### config.mk
export PLATFORM = sky130hd
export DESIGN_NAME = o_buff_reader
export DESIGN_NICKNAME = d
export VERILOG_FILES = /design/src/rtl/o_buff_reader.sv
export SDC_FILE = /design/constraint.sdc
export NUM_CORES = 1
export LEC_CHECK = 0
export CAP_MARGIN = 20
export CORE_ASPECT_RATIO = 0.9
export CORE_MARGIN = 4
export CORE_UTILIZATION = 50
export CTS_CLUSTER_SIZE = 14
export DETAILED_ROUTE_END_ITERATION = 8
export PLACE_DENSITY_LB_ADDON = 0.1
export SYNTH_ARGS = -nofsm -noshare
export SYNTH_HDL_FRONTEND = slang
export SYNTH_SLANG_ARGS = --single-unit
### constraint.sdc
create_clock -name clk -period 2.1 [get_ports clk]
set_input_delay 0.21 -clock clk [delete_from_list [all_inputs] [get_ports clk]]
set_output_delay 0.21 -clock clk [all_outputs]
set_load 0.1 [all_outputs]
### src/rtl/o_buff_reader.sv
// rtl/o_buff_reader.sv - O buffer drain engine: reads words and serialises them onto a beat stream
// Reads are credit-limited to a 2-entry capture FIFO; the head word is sliced into beats LSB first.
module o_buff_reader #(
  parameter int O_BUFF_WIDTH = 64,
  parameter int O_BUFF_DEPTH = 16,
  parameter int OUT_WIDTH    = 32,
  parameter int O_ADDR_WIDTH = $clog2(O_BUFF_DEPTH),
  parameter int LEN_WIDTH    = O_ADDR_WIDTH + 1
) (
  input  logic                    clk,
  input  logic                    rst,
  input  logic                    start,
  input  logic [O_ADDR_WIDTH-1:0] base_addr,
  input  logic [LEN_WIDTH-1:0]    len,
  output logic                    enO,
  output logic [O_ADDR_WIDTH-1:0] addrO,
  input  logic [O_BUFF_WIDTH-1:0] doutO,
  output logic [OUT_WIDTH-1:0]    m_data,
  output logic                    m_valid,
  input  logic                    m_ready,
  output logic                    m_last,
  output logic                    busy,
  output logic                    done
);

  localparam int BEATS  = O_BUFF_WIDTH / OUT_WIDTH;
  localparam int BEAT_W = (BEATS > 1) ? $clog2(BEATS) : 1;
  localparam logic [BEAT_W-1:0]       LAST_BEAT = BEAT_W'(BEATS - 1);
  localparam logic [O_ADDR_WIDTH-1:0] LAST_ADDR = O_ADDR_WIDTH'(O_BUFF_DEPTH - 1);

  typedef enum logic [1:0] {S_IDLE, S_RUN, S_DRAIN, S_DONE} state_t;

  state_t                         state_q, state_d;
  logic [O_ADDR_WIDTH-1:0]        addr_q, addr_d;
  logic [LEN_WIDTH-1:0]           rd_left_q, rd_left_d;
  logic [LEN_WIDTH-1:0]           wd_left_q, wd_left_d;
  logic                           rd_pend_q, rd_pend_d;
  logic [1:0][O_BUFF_WIDTH-1:0]   fifo_q, fifo_d;
  logic                           wr_ptr_q, wr_ptr_d;
  logic                           rd_ptr_q, rd_ptr_d;
  logic [1:0]                     cnt_q, cnt_d;
  logic [BEAT_W-1:0]              beat_q, beat_d;

  logic [O_BUFF_WIDTH-1:0]        head;
  logic                           last_beat;
  logic                           beat_fire;
  logic                           pop;
  int                             beat_sh;

  always_comb begin
    state_d   = state_q;
    addr_d    = addr_q;
    rd_left_d = rd_left_q;
    wd_left_d = wd_left_q;
    fifo_d    = fifo_q;
    wr_ptr_d  = wr_ptr_q;
    rd_ptr_d  = rd_ptr_q;
    beat_d    = beat_q;

    head      = fifo_q[rd_ptr_q];
    beat_sh   = int'(beat_q) * OUT_WIDTH;
    last_beat = (beat_q == LAST_BEAT);
    m_valid   = (cnt_q != 2'd0);
    m_data    = m_valid ? OUT_WIDTH'(head >> beat_sh) : '0;
    m_last    = m_valid && last_beat && (wd_left_q == LEN_WIDTH'(1));
    beat_fire = m_valid && m_ready;
    pop       = beat_fire && last_beat;
    busy      = (state_q != S_IDLE);
    done      = (state_q == S_DONE);
    addrO     = addr_q;

    // A word still being popped this cycle keeps its credit, so the FIFO can never overflow.
    enO = (state_q == S_RUN) && (rd_left_q != '0) &&
          ((cnt_q + {1'b0, rd_pend_q}) < 2'd2);

    if (enO) begin
      addr_d    = (addr_q == LAST_ADDR) ? '0 : addr_q + O_ADDR_WIDTH'(1);
      rd_left_d = rd_left_q - LEN_WIDTH'(1);
    end
    rd_pend_d = enO;

    if (rd_pend_q) begin
      fifo_d[wr_ptr_q] = doutO;
      wr_ptr_d         = ~wr_ptr_q;
    end
    if (beat_fire) begin
      beat_d = last_beat ? '0 : beat_q + BEAT_W'(1);
    end
    if (pop) begin
      rd_ptr_d  = ~rd_ptr_q;
      wd_left_d = wd_left_q - LEN_WIDTH'(1);
    end
    cnt_d = cnt_q + {1'b0, rd_pend_q} - {1'b0, pop};

    case (state_q)
      S_IDLE: begin
        if (start) begin
          addr_d    = base_addr;
          rd_left_d = len;
          wd_left_d = len;
          state_d   = (len != '0) ? S_RUN : S_DONE;
        end
      end
      S_RUN: begin
        if (enO && (rd_left_q == LEN_WIDTH'(1))) state_d = S_DRAIN;
      end
      S_DRAIN: begin
        if (m_last && m_ready) state_d = S_DONE;
      end
      default: state_d = S_IDLE;
    endcase
  end

  always_ff @(posedge clk or negedge rst) begin
    if (!rst) begin
      state_q   <= S_IDLE;
      addr_q    <= '0;
      rd_left_q <= '0;
      wd_left_q <= '0;
      rd_pend_q <= 1'b0;
      fifo_q    <= '0;
      wr_ptr_q  <= 1'b0;
      rd_ptr_q  <= 1'b0;
      cnt_q     <= 2'd0;
      beat_q    <= '0;
    end else begin
      state_q   <= state_d;
      addr_q    <= addr_d;
      rd_left_q <= rd_left_d;
      wd_left_q <= wd_left_d;
      rd_pend_q <= rd_pend_d;
      fifo_q    <= fifo_d;
      wr_ptr_q  <= wr_ptr_d;
      rd_ptr_q  <= rd_ptr_d;
      cnt_q     <= cnt_d;
      beat_q    <= beat_d;
    end
  end

endmodule
# == Word-level counts from Yosys, hierarchy flattened ==
# Index checks and enable logic that the tools add are counted.
# totals
mem_bits_rw,0
out_inout_bits,41
mem_bits_ro,0
regBits,150
latch_bits,0
memories,0
# op_classes
shift,1
div_mod_pow,0
n_mul,0
eq_ne,9
muxes,22
n_lt_le_gt_ge,4
add_sub_neg,6
n_reduce_logical,15
n_bitwise,2
# op_table
operator,n
$mux W64,3
$bwmux W128,1
$demux W64 S1,1
$shr A64 B6 Y32,1
$mux W32,1
$mux W5,6
$mux W4,4
$eq A5 B1 Y1 const B,2
$reduce_bool A5 Y1,2
$sub A5 B1 Y5 const B,2
$logic_and A1 B1 Y1,9
$mux W2,4
$pmux W2 S3,1
$add A4 B1 Y4 const B,1
$eq A2 B2 Y1 const B,2
$eq A4 B4 Y1 const B,1
$lt A1 B2 Y1 const B,2
$ne A2 B2 Y1 const B,2
$reduce_bool A2 Y1,2
$reduce_and A3 Y1,1
$add A2 B1 Y2,1
$eq A2 B1 Y1 const B,1
$logic_not A2 Y1,1
$lt A2 B2 Y1 const B,1
6 further kinds,7

# == Logic depth before layout (Yosys ltp) ==
# depth
ltp_word,6
ltp_mapped,6
depth_no_buf,6

# == Least setup slack after synthesis ==
# OpenSTA, ideal clock, no wires.
# synth_path
path_kind,reg2out
startpoint,reg cnt_q[1]
endpoint,out m_data[22]
path_slack_ns,-0.657
stages_incl_launch_ff,5
t_arrival_ns,2.547
path_cell_list,dfrtp_1 or2_1 clkbuf_1 clkbuf_1 and2_1
# synth_via
elab_chain_cells,2
# synth_lines
item,line_no,rtl
start: declaration,41,"logic [1:0] cnt_q, cnt_d;"
start signal: assignment,135,cnt_q <= cnt_d;
$reduce_bool A2 Y1,63,m_valid = (cnt_q != 2'd0);
via m_valid,19,"output logic m_valid,"
$mux W32,64,m_data = m_valid ? OUT_WIDTH'(head >> beat_sh) : '0;
end: declaration,18,"output logic [OUT_WIDTH-1:0] m_data,"
# The timed path passes the listed nets, and every way through them passes these cells.

# == Worst setup path after layout ==
# layout_path
startpoint,reg rd_ptr_q
endpoint,out m_data[1]
# layout_via
elab_chain_cells,4
# layout_lines
item,line_no,rtl
start: declaration,40,"logic rd_ptr_q, rd_ptr_d;"
start signal: assignment,134,rd_ptr_q <= rd_ptr_d;
$mux W64 (implied by the code) (2 in series),60,head = fifo_q[rd_ptr_q];
$shr A64 B6 Y32,64,
$mux W32,64,
# Every way passes these cells. The select of a mux whose other input is x is not followed.

==> run summary <==
Ys async rst share: 100%
Area Overhead vs Synth: 39.3%
Slowest Stage Delay on Critical Path: 0.52 ns
Nets: 699
GRT Util Overall: 20.9%
Core ar.: 13500 µm²
FMAX: 455 MHz
First-pass GRT wire length: 25.8 mm
Outcome: finished, violations left
Routed via count: 4397
Num ports: 118
Critical path's top delay family: multiplexers
Register bit count reported by yosys: 150
Clk buf depth: 2
Slew headroom: 55.2%
CTS Buf Count: 17
Cell count after synthesis: 473
Crit Path Class: flop to output port
CP Data Arrival Time: 1.99 ns
EDFF count, synth: 0
Sequential area share after synthesis: 54.0%
Initial Utilization: 51.6%
CP required: 1.89 ns
Layout cells sized above 1: 49.1%
GR Util met2: 35.2%
Die ar.: 15900 µm²
DRC: 0
Fin Hold WS: 0.344 ns
Final setup vio count: 23
Largest net degree at the start of global routing: 71
Mapped Area: 6950 µm²
GR met3 Demand/Resource: 6.58%
DR pass1 iterations: 4
Antenna Nets Post-Route: 0
Synthesized Nets: 562
Hpwl dp: 10.1 mm
Post-synthesis average cell area: 14.7 µm²
Clock-pin slew on the worst setup and hold paths: 0.06 ns
R2R Setup Slk: 0.17 ns
CTS tree: yes
Prevailing post-synth register cell: dfrtp_1
Met1 Use GR: 26.4%
Die width: 132 µm
H-tree Lvls: 4
Slew @ Worst Pin: 0.673 ns
Critical path launch point type: flop
FF-to-FF Start: rd_left_q[0]
Row count: 40
Global placement routability congestion: 0.810
Worst setup margin: -0.0995 ns
Clk root buf: clkbuf_16
Hold Fails Final Rpt: 0
RSZ-0062 raised after global routing: yes
Fin crit share: 105%
Pins over their slew limit: 0
Grt peak-use layer: met2
Filler cell count in the final layout: 910
Hold crit path type: input port to async pin
Number of buffers and inverters on the critical path: 3
Initial DRC count: 147
Netlist cell types: 39
Vias in the first global route: 4970
CP dominant cell by count: buf_12
WL final: 15.7 mm
Buffers added on ports: 117
DR WL/cell: 19.8 µm
Worst-Skew Late Latency: 0.42 ns
Critical Path, Cell by Cell: buf_6 -> buf_12 -> mux4_2 -> and2_4 -> buf_12
Critical R2R Capture: rd_left_q[1]
Setup WS pre-CTS: 0.169 ns
Failing checks: setup timing
Initial antenna violation count: 0
Antenna Cells: 0
Total gr overflow: 0
CP max-delay cell: mux4_2
Via/cell ratio: 5.56
Worst-path maximum fanout: 5
Final min period: 2.20 ns
Crit path capture type: output port
Worst-case reg-to-reg path depth: 7
Max-cap violations: 0
Vert. Die Dim: 120 µm
# clock sinks: 150
Yosys synthesis warning count: 0
Clock Skews: 0.00827 ns
==> cells by family (layout without fill, tap and decap cells) <==
group / Yosys count / in the layout / synth area share (%)
buffers and inverters: 39 / 189 / 2.34
DFF: 150 / 150 / 54.0
and+or+nand+nor: 72 / 72 / 5.94
xor gates and xnor gates: 13 / 13 / 1.75
muxes: 164 / 164 / 31.8
adders and majority gates: 12 / 12 / 2.16
AOI/OAI and AO/OA: 23 / 23 / 2.02
==> per-layer routing <==
metal  routed length (µm)  share of wire [%]
met3                  758                4.8
met5                    0                  0
met4                  201                1.3
met1                 6610                 42
met2                 8090                 52
==> metrics by stage <==
step	cell area (µm²)	util [%]	setup TNS [ns]	cells
after floorplan	6960	-	0	473
after global placement	8790	65.3	0	746
after detailed placement	8790	65.3	0	746
after CTS	9690	72.0	-2.06	788
after global routing	9680	71.9	-3.45	791
final	9680	71.9	-1.17	791
==> synth_stat cells, types with 2 or more instances <==
cell	instances	area, µm²
dfrtp_1	150	3750
mux2_2	128	1440
and2_1	33	206
mux4_2	32	721
clkbuf_1	16	60.1
nor2_1	13	48.8
ha_1	12	150
a21oi_1	11	55.1
inv_1	11	41.3
buf_2	10	50.1
nand2_1	8	30.0
xnor2_1	6	52.6
xor2_1	6	52.6
a31oi_1	4	25.0
nand4_1	3	18.8
o21ai_0	3	15.0
and3_1	2	12.5
mux2i_1	2	20.0
nor3_1	2	10.0
nor4_1	2	12.5
==> worst max-delay path by stage <==
stage / start / to / cells after the start
after CTS: rd_ptr_q / m_data[1] / 5
after floorplan: state_q[0] / state_q[1] / 6
after global routing: rd_ptr_q / m_data[1] / 5
final: rd_ptr_q / m_data[1] / 5
after detailed placement: wd_left_q[1] / state_q[1] / 6
after global placement: m_ready / state_q[1] / 6
==> timing repair <==
action	4_1_cts	5_1_grt
setup buffers	7	6
gates resized for setup	44	5
hold buffers	1	0
pin swaps	1	1
hold endpoints to repair	68	0
setup endpoints to repair	34	33
cloned	3	0
==> cell usage in the layout (no fill, tap or decap), types with 3 or more instances in the layout <==
master,netlist,layout
clkinv_2,0,3
clkdlybuf4s50_1,0,75
xor2_1,6,6
xnor2_1,6,6
clkbuf_16,0,17
and2_4,0,32
a31oi_1,4,4
ha_1,12,11
buf_12,0,43
buf_4,1,21
inv_2,1,3
buf_6,0,4
o21ai_0,3,3
mux2_2,128,128
inv_1,11,8
dfrtp_1,150,148
mux4_2,32,32
a21oi_1,11,11
nor2_1,13,13
nand4_1,3,3
nand2_1,8,7
bufinv_16,0,6
==> final cells by class <==
cell class / instances / area (µm²) / share of cell area, %
Sequential cell: 150 / 3760 / 38.8
Multi-Input combinational cell: 284 / 3150 / 32.6
Timing Repair Buffer: 145 / 1850 / 19.1
Clock buffer: 19 / 433 / 4.47
Clock inverter: 13 / 228 / 2.35
Tap cell: 168 / 210 / 2.17
Inverter: 12 / 47.5 / 0.491
==> registers in the layout, summed over array words and instances, names as in the netlist <==
| signal | flops |
|---|---|
| fifo_q | 128 |
| rd_left_q | 5 |
| wd_left_q | 5 |
| addrO | 4 |
| cnt_q | 2 |
| state_q | 2 |
| beat_q | 1 |
| rd_pend_q | 1 |
| rd_ptr_q | 1 |
| wr_ptr_q | 1 |
Power is not shown: default switching activity piles up to over one toggle a cycle in this logic, so the estimate is an artifact.
